==> config.mk <==
export PLATFORM = sky130hd
export DESIGN_NAME = tff_counter
export DESIGN_NICKNAME = d
export VERILOG_FILES = /design/src/rtl/tff_counter.sv
export SDC_FILE = /design/constraint.sdc
export NUM_CORES = 1
export LEC_CHECK = 0
export CAP_MARGIN = 20
export CORE_AREA = 3 3 40 42
export CTS_CLUSTER_DIAMETER = 150
export CTS_CLUSTER_SIZE = 20
export DETAILED_ROUTE_END_ITERATION = 6
export DIE_AREA = 0 0 43 45
export GPL_TIMING_DRIVEN = 1
export HOLD_SLACK_MARGIN = 0.05
export RECOVER_POWER = 100
export REMOVE_ABC_BUFFERS = 1
export SYNTH_ARGS = -nofsm -noshare
export SYNTH_HDL_FRONTEND = slang
export SYNTH_SLANG_ARGS = --single-unit
==> constraint.sdc <==
create_clock -name clk -period 2.4 [get_ports clk]
set_input_delay 0.6 -clock clk [delete_from_list [all_inputs] [get_ports clk]]
set_output_delay 0.6 -clock clk [all_outputs]
set_load 0.005 [all_outputs]
==> src/rtl/tff_counter.sv <==
// ============================================================================
// Module   : tff_counter
// Summary  : Up/down counter built from per-bit T flip-flops, falling-edge
//            clocked, with clamped parallel load, wrap/saturate limits,
//            combinational terminal count and a one-cycle limit pulse.
//            Optional toggle-mask output: TFF_COUNTER_TOGGLE_OUT_EN.
// Revision : 1.0 - initial release
// ============================================================================
`default_nettype none

module tff_counter #(
    parameter int WIDTH    = 4,
    parameter int MAX_VAL  = 2**WIDTH-1,
    parameter int SATURATE = 0
) (
    input  logic             clk,
    input  logic             clr,
    input  logic             en,
    input  logic             up,
    input  logic             load,
    input  logic [WIDTH-1:0] din,
    output logic [WIDTH-1:0] q,
    output logic             tc,
    output logic             ovf
`ifdef TFF_COUNTER_TOGGLE_OUT_EN
    ,
    output logic [WIDTH-1:0] tog
`endif
);

    localparam logic [WIDTH-1:0] C_MAX  = MAX_VAL[WIDTH-1:0];
    localparam logic [WIDTH-1:0] C_ZERO = '0;

    logic [WIDTH-1:0] r_q;
    logic             r_ovf;

    logic [WIDTH-1:0] w_chain_up;
    logic [WIDTH-1:0] w_chain_dn;
    logic [WIDTH-1:0] w_target;
    logic [WIDTH-1:0] w_t;
    logic             w_use_target;
    logic             w_at_max;
    logic             w_above_max;
    logic             w_at_zero;
    logic             w_tc;

    // Classic synchronous T-counter enables: a bit toggles when every lower
    // bit is 1 (counting up) or every lower bit is 0 (counting down).
    genvar gi;
    generate
        for (gi = 0; gi < WIDTH; gi++) begin : g_chain
            if (gi == 0) begin : g_lsb
                assign w_chain_up[gi] = 1'b1;
                assign w_chain_dn[gi] = 1'b1;
            end else begin : g_upper
                assign w_chain_up[gi] = w_chain_up[gi-1] &  r_q[gi-1];
                assign w_chain_dn[gi] = w_chain_dn[gi-1] & ~r_q[gi-1];
            end
        end
    endgenerate

    assign w_at_max    = (r_q == C_MAX);
    assign w_above_max = (r_q >  C_MAX);
    assign w_at_zero   = (r_q == C_ZERO);
    assign w_tc        = en & ((up & w_at_max) | (~up & w_at_zero));

    // Loads and limit cases jump to an explicit value; the toggle mask is
    // then the XOR of the present and target values.
    always_comb begin
        w_target     = r_q;
        w_use_target = 1'b0;
        if (load) begin
            w_use_target = 1'b1;
            w_target     = (din > C_MAX) ? C_MAX : din;
        end else if (en) begin
            if (up) begin
                if (w_at_max) begin
                    w_use_target = 1'b1;
                    w_target     = (SATURATE != 0) ? r_q : C_ZERO;
                end else if (w_above_max) begin
                    w_use_target = 1'b1;
                    w_target     = C_ZERO;
                end
            end else begin
                if (w_at_zero) begin
                    w_use_target = 1'b1;
                    w_target     = (SATURATE != 0) ? r_q : C_MAX;
                end else if (w_above_max) begin
                    w_use_target = 1'b1;
                    w_target     = C_MAX;
                end
            end
        end
    end

    always_comb begin
        w_t = '0;
        if (w_use_target) begin
            w_t = r_q ^ w_target;
        end else if (en) begin
            w_t = up ? w_chain_up : w_chain_dn;
        end
    end

    always_ff @(negedge clk) begin
        if (clr) begin
            r_q <= '0;
        end else begin
            for (int i = 0; i < WIDTH; i++) begin
                if (w_t[i]) begin
                    r_q[i] <= ~r_q[i];
                end
            end
        end
    end

    always_ff @(negedge clk) begin
        if (clr) begin
            r_ovf <= 1'b0;
        end else begin
            r_ovf <= w_tc & ~load;
        end
    end

`ifdef TFF_COUNTER_TOGGLE_OUT_EN
    logic [WIDTH-1:0] r_tog;

    always_ff @(negedge clk) begin
        if (clr) begin
            r_tog <= '0;
        end else begin
            r_tog <= w_t;
        end
    end

    assign tog = r_tog;
`endif

    assign q   = r_q;
    assign tc  = w_tc;
    assign ovf = r_ovf;

endmodule

`default_nettype wire

==> load_flow_metrics.sql <==
INSERT INTO impl_metrics (metric_group, metric, value, unit) VALUES
('synth', 'yosysWarningCount', '0', ''),
('drt', 'via_per_inst', '4.94', ''),
('placement', 'dp_worst_setup_slack', '-1.21', 'ns'),
('synth', 'dominant_combinational_cell_family_by_area_after_synthesis', 'simple AND/OR/NAND/NOR gates', ''),
('floorplanning', 'die_h', '45', 'µm'),
('synth', 'post_synth_most_frequent_cells', 'dfxtp_1 (5), nor2_1 (5), inv_1 (4)', ''),
('drt', 'detail_route.first_pass.iterations', '4', ''),
('floorplanning', 'core_region_area', '1280', 'µm²'),
('sta', 'final_max_slew_viol_count', '0', ''),
('clock_tree', 'cts_tree', 'done', ''),
('sta', 'rsz0062_at_grt', 'yes', ''),
('run', 'cap_viol_max_count', '0', ''),
('power', 'max-vdd-ir-drop', '237', 'µV'),
('synth', 'synth_seq_cells', '5', ''),
('setup_path', 'critical-path-top-delay-family', 'simple AND/OR/NAND/NOR gates', ''),
('setup_path', 'critical_path_buf_inv_count', '1', ''),
('hold_path', 'hold_path_depth', '3', ''),
('synth', 'synth.top_cells.by_area', 'dfxtp_1 (25%), a221oi_2 (7.6%), mux2i_1 (5.1%)', ''),
('drt', 'ant_nets', '0', ''),
('final_layout', 'area_delta_synth_final', '112', '%'),
('final_layout', 'antenna_diode_count', '0', ''),
('synth', 'synthAdderAreaFrac', '0', '%'),
('synth', 'synthMuxAreaShare', '5.10', '%'),
('drt', 'vias_after_detailed_routing', '539', ''),
('hold_path', 'hp-start', 'q[1]$_SDFFE_NP0P_', ''),
('floorplanning', 'initial_core_util', '30.6', '%'),
('setup_path', 'critPathRequiredTime', '1.80', 'ns'),
('setup_path', 'worstPathArrival', '2.79', 'ns'),
('drt', 'drt-total-wl', '1490', 'µm'),
('final_layout', 'final_area', '832', 'µm²'),
('clock_tree', 'cts.path.max_buffers', '2', ''),
('sta', 'number_of_setup_violations_in_the_final_report', '10', ''),
('sta', 'worst_slew_pin_slew', '0.591', 'ns'),
('sta', 'max_slew_margin', '60.3', '%'),
('synth', 'yosys.area_share.simple', '28.0', '%'),
('clock_tree', 'cts.htree.levels', '1', ''),
('global_route', 'antenna_violations_before_repair', '0', ''),
('setup_path', 'crit-reg2reg-launch', 'q[2]$_SDFFE_NP0P_', ''),
('placement', 'dpl-instance-area', '638', 'µm²'),
('synth', 'synth_largest_area_cell', 'dfxtp_1', ''),
('synth', 'ys_async_sr_fraction', '0', '%'),
('setup_path', 'delay_of_the_slowest_critical_path_stage', '0.54', 'ns'),
('power', 'pwr_density_cell', '487', 'nW/µm²'),
('sta', 'final-hold-violation-count', '0', ''),
('placement', 'post-dp-hpwl', '916', 'µm'),
('clock_tree', 'clkLatencyLatePin', '0.32', 'ns'),
('global_route', 'global_route_wire_length_before_repair', '2200', 'µm'),
('global_route', 'grt_start_max_net_pins', '11', ''),
('hold_path', 'worstHoldEndpoint', 'q[1]$_SDFFE_NP0P_', ''),
('drt', 'routed_wire_length_per_instance', '13.7', 'µm'),
('final_layout', 'post_route_cells_drive_above_1_share', '55.3', '%'),
('sta', 'clock-skew-final', '0.0109', 'ns'),
('sta', 'postLayoutSetupSlackWorst', '-0.988', 'ns'),
('clock_tree', 'clock-root-buffer', 'clkbuf_4', ''),
('synth', 'synth_largest_type_area_fraction', '25.5', '%'),
('floorplanning', 'floorplan.die.width', '43', 'µm'),
('setup_path', 'crit_path_top_delay_cell', 'or4_4', ''),
('setup_path', 'crit_path_cell_trace', 'or4_4, mux2i_4, and2_4, buf_6', ''),
('run_status', 'failed_checks', 'negative setup slack', ''),
('clock_tree', 'worst_setup_hold_path_clk_slew', '0.04', 'ns'),
('floorplanning', 'die_area', '1940', 'µm²'),
('synth', 'synth_compound_area_share', '24.2', '%'),
('run_status', 'result_of_the_run', 'finished with violations', ''),
('synth', 'synth.cell_area', '393', 'µm²'),
('setup_path', 'startpoint_type', 'register', ''),
('global_route', 'grt-ovfl-total', '0', ''),
('global_route', 'via_count_of_the_first_global_routing_pass', '530', ''),
('clock_tree', 'cts_num_sinks', '5', ''),
('final_layout', 'final.fill_count', '117', ''),
('placement', 'routability_congestion_estimate', '0.889', ''),
('power', 'total_power', '0.405', 'mW');
==> power breakdown <==
part / switching [mW] / internal, mW / total [mW] / leakage (nW)
clock network: 0.0658 / 0.0706 / 0.136 / 0.0458
registers: 0.00424 / 0.0921 / 0.0964 / 0.0425
logic: 0.0684 / 0.104 / 0.172 / 0.316
total: 0.138 / 0.266 / 0.405 / 0.404
==> metrics by stage <==
stage                     hold WS [ns]  utilization (%)  setup TNS [ns]
after CTS                        0.680             59.2           -5.01
after detailed placement         0.619             49.7           -7.55
after floorplan                  0.614                -           -2.76
final                            0.678             64.8           -4.96
after global placement           0.622             49.7           -7.34
after global routing             0.717             64.8           -5.31
==> state kept, by name, indices dropped and copies added, names as in the netlist <==
signal  count
ovf         1
q           4
==> logic make-up (layout without fill, tap and decap cells) <==
| logic type | Yosys count | in the layout |
|---|---|---|
| simple gates | 19 | 19 |
| flops | 5 | 5 |
| compound gates | 12 | 12 |
| buf+inv | 8 | 53 |
| mux | 2 | 2 |
| xor+xnor | 3 | 3 |
==> final cells by class <==
type / instances / area [µm²] / area share (%)
Timing Repair Buffer: 41 / 359 / 43.2
Inverter: 3 / 11.3 / 1.35
Multi-Input combinational cell: 36 / 293 / 35.2
Clock inverter: 6 / 22.5 / 2.71
Clock buffer: 3 / 22.5 / 2.71
Sequential cell: 5 / 105 / 12.6
Tap cell: 15 / 18.8 / 2.26
==> metal layers <==
layer,part of all wire [%],global-route usage [%],wire length [µm]
met3,7.8,5.98,116
met4,0.60,10.8,9
met5,0,0,0
met2,48,23.7,717
met1,43,18.0,646
==> what timing repair did <==
item | 4_1_cts | 5_1_grt
hold buffers | 0 | 0
gates cloned | 0 | 0
gates resized for setup | 43 | 12
endpoints found under the setup margin | 11 | 11
pin swaps | 6 | 9
setup buffers | 6 | 9
==> how the worst max path moves through the flow <==
stage	from	to	slack, ns	cells after the start
global route	q[2]$_SDFFE_NP0P_	tc	-1.03	4
CTS	q[1]$_SDFFE_NP0P_	tc	-0.99	4
detailed placement	up	q[2]$_SDFFE_NP0P_	-1.21	6
finish	q[2]$_SDFFE_NP0P_	tc	-0.99	4
floorplan	up	q[2]$_SDFFE_NP0P_	-0.70	5
global placement	up	q[2]$_SDFFE_NP0P_	-1.19	6
==> cell usage in the layout, fill, tap and decap left out, types with 2 or more instances in the layout <==
cell and n:
a21oi_2 2, a221oi_2 2, buf_2 2, buf_4 21
buf_6 11, clkbuf_4 3, clkdlybuf4s50_1 5, dfxtp_2 4
dlygate4sd2_1 2, inv_1 9, nand3_1 3, nor2_1 5
nor3_1 2, o21ai_0 3
==> worst min-delay path, cell delays in order, from the launching register on <==
cell and delay, ns:
dfxtp_2 0.32, buf_6 0.12, nand3_1 0.05, and3b_1 0.15
(Power assumes the default switching activity.)
